==> src/rtl/bg_pkg.sv <==
// Shared types and slot-phase map for the background fetch sequencer family.
package bg_pkg;

  typedef enum logic {
    IDLE  = 1'b0,
    FETCH = 1'b1
  } bgState_e;

  // Slot phases at which each memory pipeline event occurs
  localparam int PH_CHAR_ADDR = 0;
  localparam int PH_CHAR_DATA = 1;
  localparam int PH_PAL_ADDR  = 1;
  localparam int PH_TLO_ADDR  = 2;
  localparam int PH_PAL_DATA  = 3;
  localparam int PH_TLO_DATA  = 3;
  localparam int PH_THI_ADDR  = 4;
  localparam int PH_THI_DATA  = 5;

endpackage

==> src/rtl/bg_slot_counter.sv <==
// Phase/slot counters for one line fetch: phase wraps at SLOT_CYCLES, slot steps on wrap.
// Counters freeze on the final phase of the last slot so tile_col holds through IDLE.
module bg_slot_counter #(
  parameter int SLOT_CYCLES = 12,
  parameter int PHASE_W     = 4,
  parameter int SLOT_W      = 6
) (
  input  logic              clk,
  input  logic              reset,
  input  logic              clear,
  input  logic              advance,
  input  logic [SLOT_W-1:0] lastSlotIdx,
  output logic [PHASE_W-1:0] phase,
  output logic [SLOT_W-1:0] slot,
  output logic              lastCycle
);

  logic phaseWrap;

  assign phaseWrap = (phase == PHASE_W'(SLOT_CYCLES - 1));
  assign lastCycle = phaseWrap && (slot == lastSlotIdx);

  always_ff @(posedge clk) begin
    if (reset) begin
      phase <= '0;
      slot  <= '0;
    end else if (clear) begin
      phase <= '0;
      slot  <= '0;
    end else if (advance && !lastCycle) begin
      if (phaseWrap) begin
        phase <= '0;
        slot  <= slot + SLOT_W'(1);
      end else begin
        phase <= phase + PHASE_W'(1);
      end
    end
  end

endmodule

==> src/rtl/bg_fetch_sequencer.sv <==
// Per-scanline background fetch sequencer: phase strobes decoded from registered state, line_done one cycle after last slot.
// Optional BG_FETCH_MEM_READY_EN: an address strobe with mem_ready low stalls phase/slot and masks latches/pixels.
module bg_fetch_sequencer
  import bg_pkg::*;
#(
  parameter int TILES_PER_LINE = 40,
  parameter int SLOT_CYCLES    = 12,
  parameter int PAN_W          = 4,
  parameter int COL_W          = 6,
  parameter int PIX_FIRST      = 4,
  parameter int PIX_LAST       = 11
) (
  input  logic             clk,
  input  logic             reset,
  input  logic             line_start,
  input  logic [PAN_W-1:0] pan_offset,
  input  logic [COL_W-1:0] scroll_col,
  input  logic             mem_ready,
  output logic             char_addr_strobe,
  output logic             char_data_latch,
  output logic             pal_addr_strobe,
  output logic             tile_lo_addr_strobe,
  output logic             pal_data_latch,
  output logic             tile_lo_data_latch,
  output logic             tile_hi_addr_strobe,
  output logic             tile_hi_data_latch,
  output logic             pixel_valid,
  output logic [COL_W-1:0] tile_col,
  output logic             busy,
  output logic             line_done
);

  localparam int PHASE_W = (SLOT_CYCLES > 1) ? $clog2(SLOT_CYCLES) : 1;
  localparam int SLOT_W  = $clog2(TILES_PER_LINE + 2);

  bgState_e state, stateNext;
  logic [PAN_W-1:0]   panLat;
  logic [COL_W-1:0]   scrollLat;
  logic [PHASE_W-1:0] phase;
  logic [SLOT_W-1:0]  slot;
  logic [SLOT_W-1:0]  lastSlotIdx;
  logic lastCycle;
  logic fetching;
  logic advance;
  logic stall;
  logic anyAddrStrobe;
  logic lineDoneReg;
  logic lineDoneNext;
  logic charAddr, charData, palAddr, tloAddr, palData, tloData, thiAddr, thiData, pixWin;

  assign fetching = (state == FETCH);
  assign advance  = fetching && !stall;

  // A nonzero fine pan exposes one extra partial tile, so fetch one more slot
  assign lastSlotIdx = (panLat != '0) ? SLOT_W'(TILES_PER_LINE) : SLOT_W'(TILES_PER_LINE - 1);

  bg_slot_counter #(
    .SLOT_CYCLES(SLOT_CYCLES),
    .PHASE_W    (PHASE_W),
    .SLOT_W     (SLOT_W)
  ) uSlotCounter (
    .clk        (clk),
    .reset      (reset),
    .clear      (line_start),
    .advance    (advance),
    .lastSlotIdx(lastSlotIdx),
    .phase      (phase),
    .slot       (slot),
    .lastCycle  (lastCycle)
  );

  always_ff @(posedge clk) begin
    if (reset) begin
      state       <= IDLE;
      lineDoneReg <= 1'b0;
      panLat      <= '0;
      scrollLat   <= '0;
    end else begin
      state       <= stateNext;
      lineDoneReg <= lineDoneNext;
      if (line_start) begin
        panLat    <= pan_offset;
        scrollLat <= scroll_col;
      end
    end
  end

  always_comb begin
    stateNext    = state;
    lineDoneNext = 1'b0;
    case (state)
      IDLE: begin
        if (line_start) stateNext = FETCH;
      end
      FETCH: begin
        // A restart abandons the current line without signalling completion
        if (line_start) begin
          stateNext = FETCH;
        end else if (advance && lastCycle) begin
          stateNext    = IDLE;
          lineDoneNext = 1'b1;
        end
      end
      default: stateNext = IDLE;
    endcase
  end

  always_comb begin
    charAddr = fetching && (phase == PHASE_W'(PH_CHAR_ADDR));
    charData = fetching && (phase == PHASE_W'(PH_CHAR_DATA));
    palAddr  = fetching && (phase == PHASE_W'(PH_PAL_ADDR));
    tloAddr  = fetching && (phase == PHASE_W'(PH_TLO_ADDR));
    palData  = fetching && (phase == PHASE_W'(PH_PAL_DATA));
    tloData  = fetching && (phase == PHASE_W'(PH_TLO_DATA));
    thiAddr  = fetching && (phase == PHASE_W'(PH_THI_ADDR));
    thiData  = fetching && (phase == PHASE_W'(PH_THI_DATA));
    pixWin   = fetching && (phase >= PHASE_W'(PIX_FIRST)) && (phase <= PHASE_W'(PIX_LAST));
  end

  assign anyAddrStrobe = charAddr || palAddr || tloAddr || thiAddr;

`ifdef BG_FETCH_MEM_READY_EN
  assign stall = anyAddrStrobe && !mem_ready;
`else
  logic unusedMemReady;
  assign unusedMemReady = mem_ready ^ anyAddrStrobe;
  assign stall = 1'b0;
`endif

  // Address strobes stay up through a stall; data/pixel events must not repeat
  assign char_addr_strobe    = charAddr;
  assign pal_addr_strobe     = palAddr;
  assign tile_lo_addr_strobe = tloAddr;
  assign tile_hi_addr_strobe = thiAddr;
  assign char_data_latch     = charData && !stall;
  assign pal_data_latch      = palData && !stall;
  assign tile_lo_data_latch  = tloData && !stall;
  assign tile_hi_data_latch  = thiData && !stall;
  assign pixel_valid         = pixWin && !stall;

  assign tile_col  = scrollLat + COL_W'(slot);
  assign busy      = fetching;
  assign line_done = lineDoneReg;

endmodule

==> config.mk <==
export PLATFORM = sky130hd
export DESIGN_NAME = bg_fetch_sequencer
export DESIGN_NICKNAME = d
export VERILOG_FILES = /design/src/rtl/bg_pkg.sv /design/src/rtl/bg_slot_counter.sv /design/src/rtl/bg_fetch_sequencer.sv
export SDC_FILE = /design/constraint.sdc
export NUM_CORES = 1
export LEC_CHECK = 0
export ABC_AREA = 1
export CORE_MARGIN = 1
export CORE_UTILIZATION = 30
export DETAILED_ROUTE_END_ITERATION = 8
export SETUP_SLACK_MARGIN = 0.15
export SLEW_MARGIN = 20
export SYNTH_ARGS = -nofsm -noshare
export SYNTH_HDL_FRONTEND = slang
export SYNTH_SLANG_ARGS = --single-unit
==> constraint.sdc <==
create_clock -name clk -period 2.5 [get_ports clk]
set_clock_uncertainty 0.05 [all_clocks]
set_input_delay 0.375 -clock clk [delete_from_list [all_inputs] [get_ports clk]]
set_output_delay 0.375 -clock clk [all_outputs]
set_load 0.01 [all_outputs]
==> impl_summary.log <==
INFO  metric worst_pin_slew = 0.347 ns
INFO  metric yosysSeqAreaShare = 33.4%
INFO  metric root_buffer = clkbuf_8
INFO  metric grt-ovfl-total = 0
INFO  metric final-hold-violation-count = 0
INFO  metric portBuffers = 29
INFO  metric hold_path.startpoint = panLat[1]
INFO  metric routedWlPerCell = 10.5 um
INFO  metric max_slew_violation_count = 0
INFO  metric synthMostInstantiatedCell = nor2_1
INFO  metric grt_setup_unrepaired = yes
INFO  metric synthesis.yosys.warnings = 0
INFO  metric critPathArrivalTime = 1.78 ns
INFO  metric final_net_count = 242
INFO  metric route.final.wire_length = 2.79 mm
INFO  metric synthFlopType = dfxtp_1
INFO  metric power_per_cell_area = 460 nW/um^2
INFO  metric worst-path-max-fanout = 4
INFO  metric cts.path.max_buffers = 2
INFO  metric syn_avg_cell_area = 7.17 um^2
INFO  metric cellLeakagePower = 0.773 nW
INFO  metric first_global_vias = 1108
INFO  metric drv_cap = 0
INFO  metric fp.dieW = 68.3 um
INFO  metric netlist_area = 1320 um^2
INFO  metric grt_start_max_net_pins = 14
INFO  metric cell_internal_pwr = 629 uW
INFO  metric routabilityCongestion = 0.766
INFO  metric area.growth.synth_to_final = 33.5%
INFO  metric number_of_flops_mapped_to_enable_cells_by_yosys = 0
INFO  metric setup.worst_path.class = reg -> out
INFO  metric power.net_switching = 181 uW
INFO  metric dieHeight = 68.3 um
INFO  metric remaining_drc_errors = 0
INFO  metric drt_first_pass_iters = 4
INFO  metric antenna_found_initial = 0
INFO  metric die-area = 4670 um^2
INFO  metric antenna_left = 0
INFO  metric cts_tree = built
INFO  metric asyncSetResetFlopFracSynth = 0%
INFO  metric core_area = 4120 um^2
INFO  metric synth_top_area_share = 33.4%
INFO  metric ctsHoldBuffers = 0
INFO  metric routed-via-count = 1193
INFO  metric footprint_of_the_multi_input_gates = 772 um^2
INFO  metric fin_tns_setup = 0 ns
INFO  metric fillers = 427
INFO  metric worstPathRequired = 2.08 ns
INFO  metric final_layout_size_suffix_gt1_share = 8.80%
INFO  metric totalPowerFinal = 810 uW
INFO  metric cts_resized = 4
INFO  metric vdd.ir_drop.worst = 0.000319 V
INFO  metric postSynthCellCount = 184
INFO  metric clock_power_share = 41.3%
INFO  metric post_synth_most_frequent_cells = nor2_1, nand2_1, inv_1
INFO  metric rr_startpoint = uSlotCounter.phase[1]
INFO  metric synth_seq_cells = 22
INFO  metric yosysTopAreaCell = dfxtp_1
INFO  metric cts_made_buffers = 3
INFO  metric global_route_wire_length_before_repair = 4.86 mm
INFO  metric timing.max_slew.rel_slack = 76.8%
INFO  metric synth.top_cells.by_area = dfxtp_1, nor2_1, ha_1
INFO  metric clock_insertion_delay_worst_skew = 0.26 ns
INFO  metric numClockSinks = 22
INFO  metric type_of_the_most_critical_hold_path = reg -> reg
INFO  metric swShare = 22.4%
INFO  metric status = finished, final reports clean
INFO  metric final-setup-viol-count = 0
INFO  metric fp-row-count = 23
INFO  metric grt_util_all_layers = 13.8%
INFO  metric critical_path.startpoint_type = flip-flop
INFO  metric htree_num_levels = 1
INFO  metric postCtsSetupBuffers = 0
INFO  metric achievable-frequency = 0.453 GHz
INFO  metric routed_via_density = 4.48
INFO  metric ios = 31
INFO  metric number_of_drc_violations_after_detailed_routing_iteration_0 = 51
INFO  metric setup.worst_path.start = uSlotCounter.slot[2]
INFO  metric clk_transition_reported_paths = 0.08 ns
INFO  metric power.sequential.fraction = 46.0%
INFO  metric post-route-period-util = 88.4%
INFO  metric synth_cell_types = 20
INFO  metric period_needed = 2.21 ns
INFO  metric seqCellArea = 443 um^2
INFO  metric timing.critical_path.to_type = output pin
INFO  metric initial_utilization = 32.1%
INFO  metric antenna_cells_inserted = 0
INFO  metric p_comb_share = 12.7%
INFO  metric synth_nets = 209
INFO  metric place_hpwl = 2.17 mm
-- critical path, stage by stage (launching register included) --
cell	delay (ns)
dfxtp_1	0.34
ha_4	0.29
nand3_1	0.07
nand3_1	0.11
xor2_1	0.16
clkdlybuf4s50_1	0.55
-- metrics by stage --
stage                     area [um^2]  setup slack (ns)  hold WS, ns  cells  utilization, %
after CTS                        1740             0.186        0.458    266            42.4
after floorplan                  1320             0.640        0.394    184               -
after detailed placement         1680             0.181        0.435    262            40.7
after global routing             1760             0.138        0.485    266            42.8
after global placement           1680             0.197        0.428    262            40.7
final                            1760             0.290        0.456    266            42.8
-- flip-flops by register name, summed over array words and instances (netlist names) --
name	cells
panLat	4
uSlotCounter.phase	4
uSlotCounter.slot	6
line_done	1
busy	1
scrollLat	6
-- path summary, 6_finish.rpt --
path / end / slack, ns / depth (start not counted)
setup / recovery: tile_col[3] / 0.29 / 5
hold reg to reg: panLat[1] / 0.46 / 2
hold / removal: panLat[1] / 0.46 / 2
setup reg to reg: uSlotCounter.phase[1] / 0.90 / 8
-- logic make-up after synthesis --
kind of cell | share of synthesized area [%]
XOR/XNOR | 5.97
buffers and inverters | 9.38
flip-flops | 33.4
AND/OR/NAND/NOR | 31.2
adder cells (fa/ha/maj) | 11.0
AO/OA/AOI/OAI | 9.10
-- power by group through the flow --
stage / logic [mW] / clock network [mW] / registers, mW
after detailed placement: 0.106 / 0 / 0.381
after CTS: 0.104 / 0.341 / 0.372
after global placement: 0.105 / 0 / 0.380
after global routing: 0.116 / 0.356 / 0.375
final: 0.103 / 0.334 / 0.373
after floorplan: 0.0552 / 0 / 0.378
-- area by class of cell --
cell class                 instances  area share, %
clock buffer                       3           2.34
clock inverter                     1           1.70
inverter                          26           5.54
multi-input combinational        131           43.8
sequential                        22           25.1
tap                               50           3.55
timing repair buffer              33           17.9
-- layout by cell type, fill, tap and decap left out --
cell              n
nor2_1           36
nand2_1          29
inv_1            26
clkdlybuf4s50_1  25
dfxtp_1          20
nand3_1          11
a21oi_1          11
o21ai_0          11
ha_1              9
xor2_1            7
nand4_1           5
buf_4             4
nand3_4           3
clkbuf_8          3
xnor2_1           2
dlygate4sd2_1     2
dfxtp_2           2
o21ai_2           1
nor2_4            1
nand2_4           1
nand2_2           1
o21ai_1           1
fa_1              1
ha_4              1
bufinv_16         1
dlymetal6s2s_1    1
clkbuf_2          1
-- per-layer routing --
layer  part of all wire, %  track usage [%]  up-vias
li1                      -                -      644
met2                    47             21.9       14
met3                   1.8             3.33        4
met1                    51             18.5      531
met4                   1.0             3.65        0
met5                     0                0        -
No activity file was read; power rests on OpenSTA's default activity.
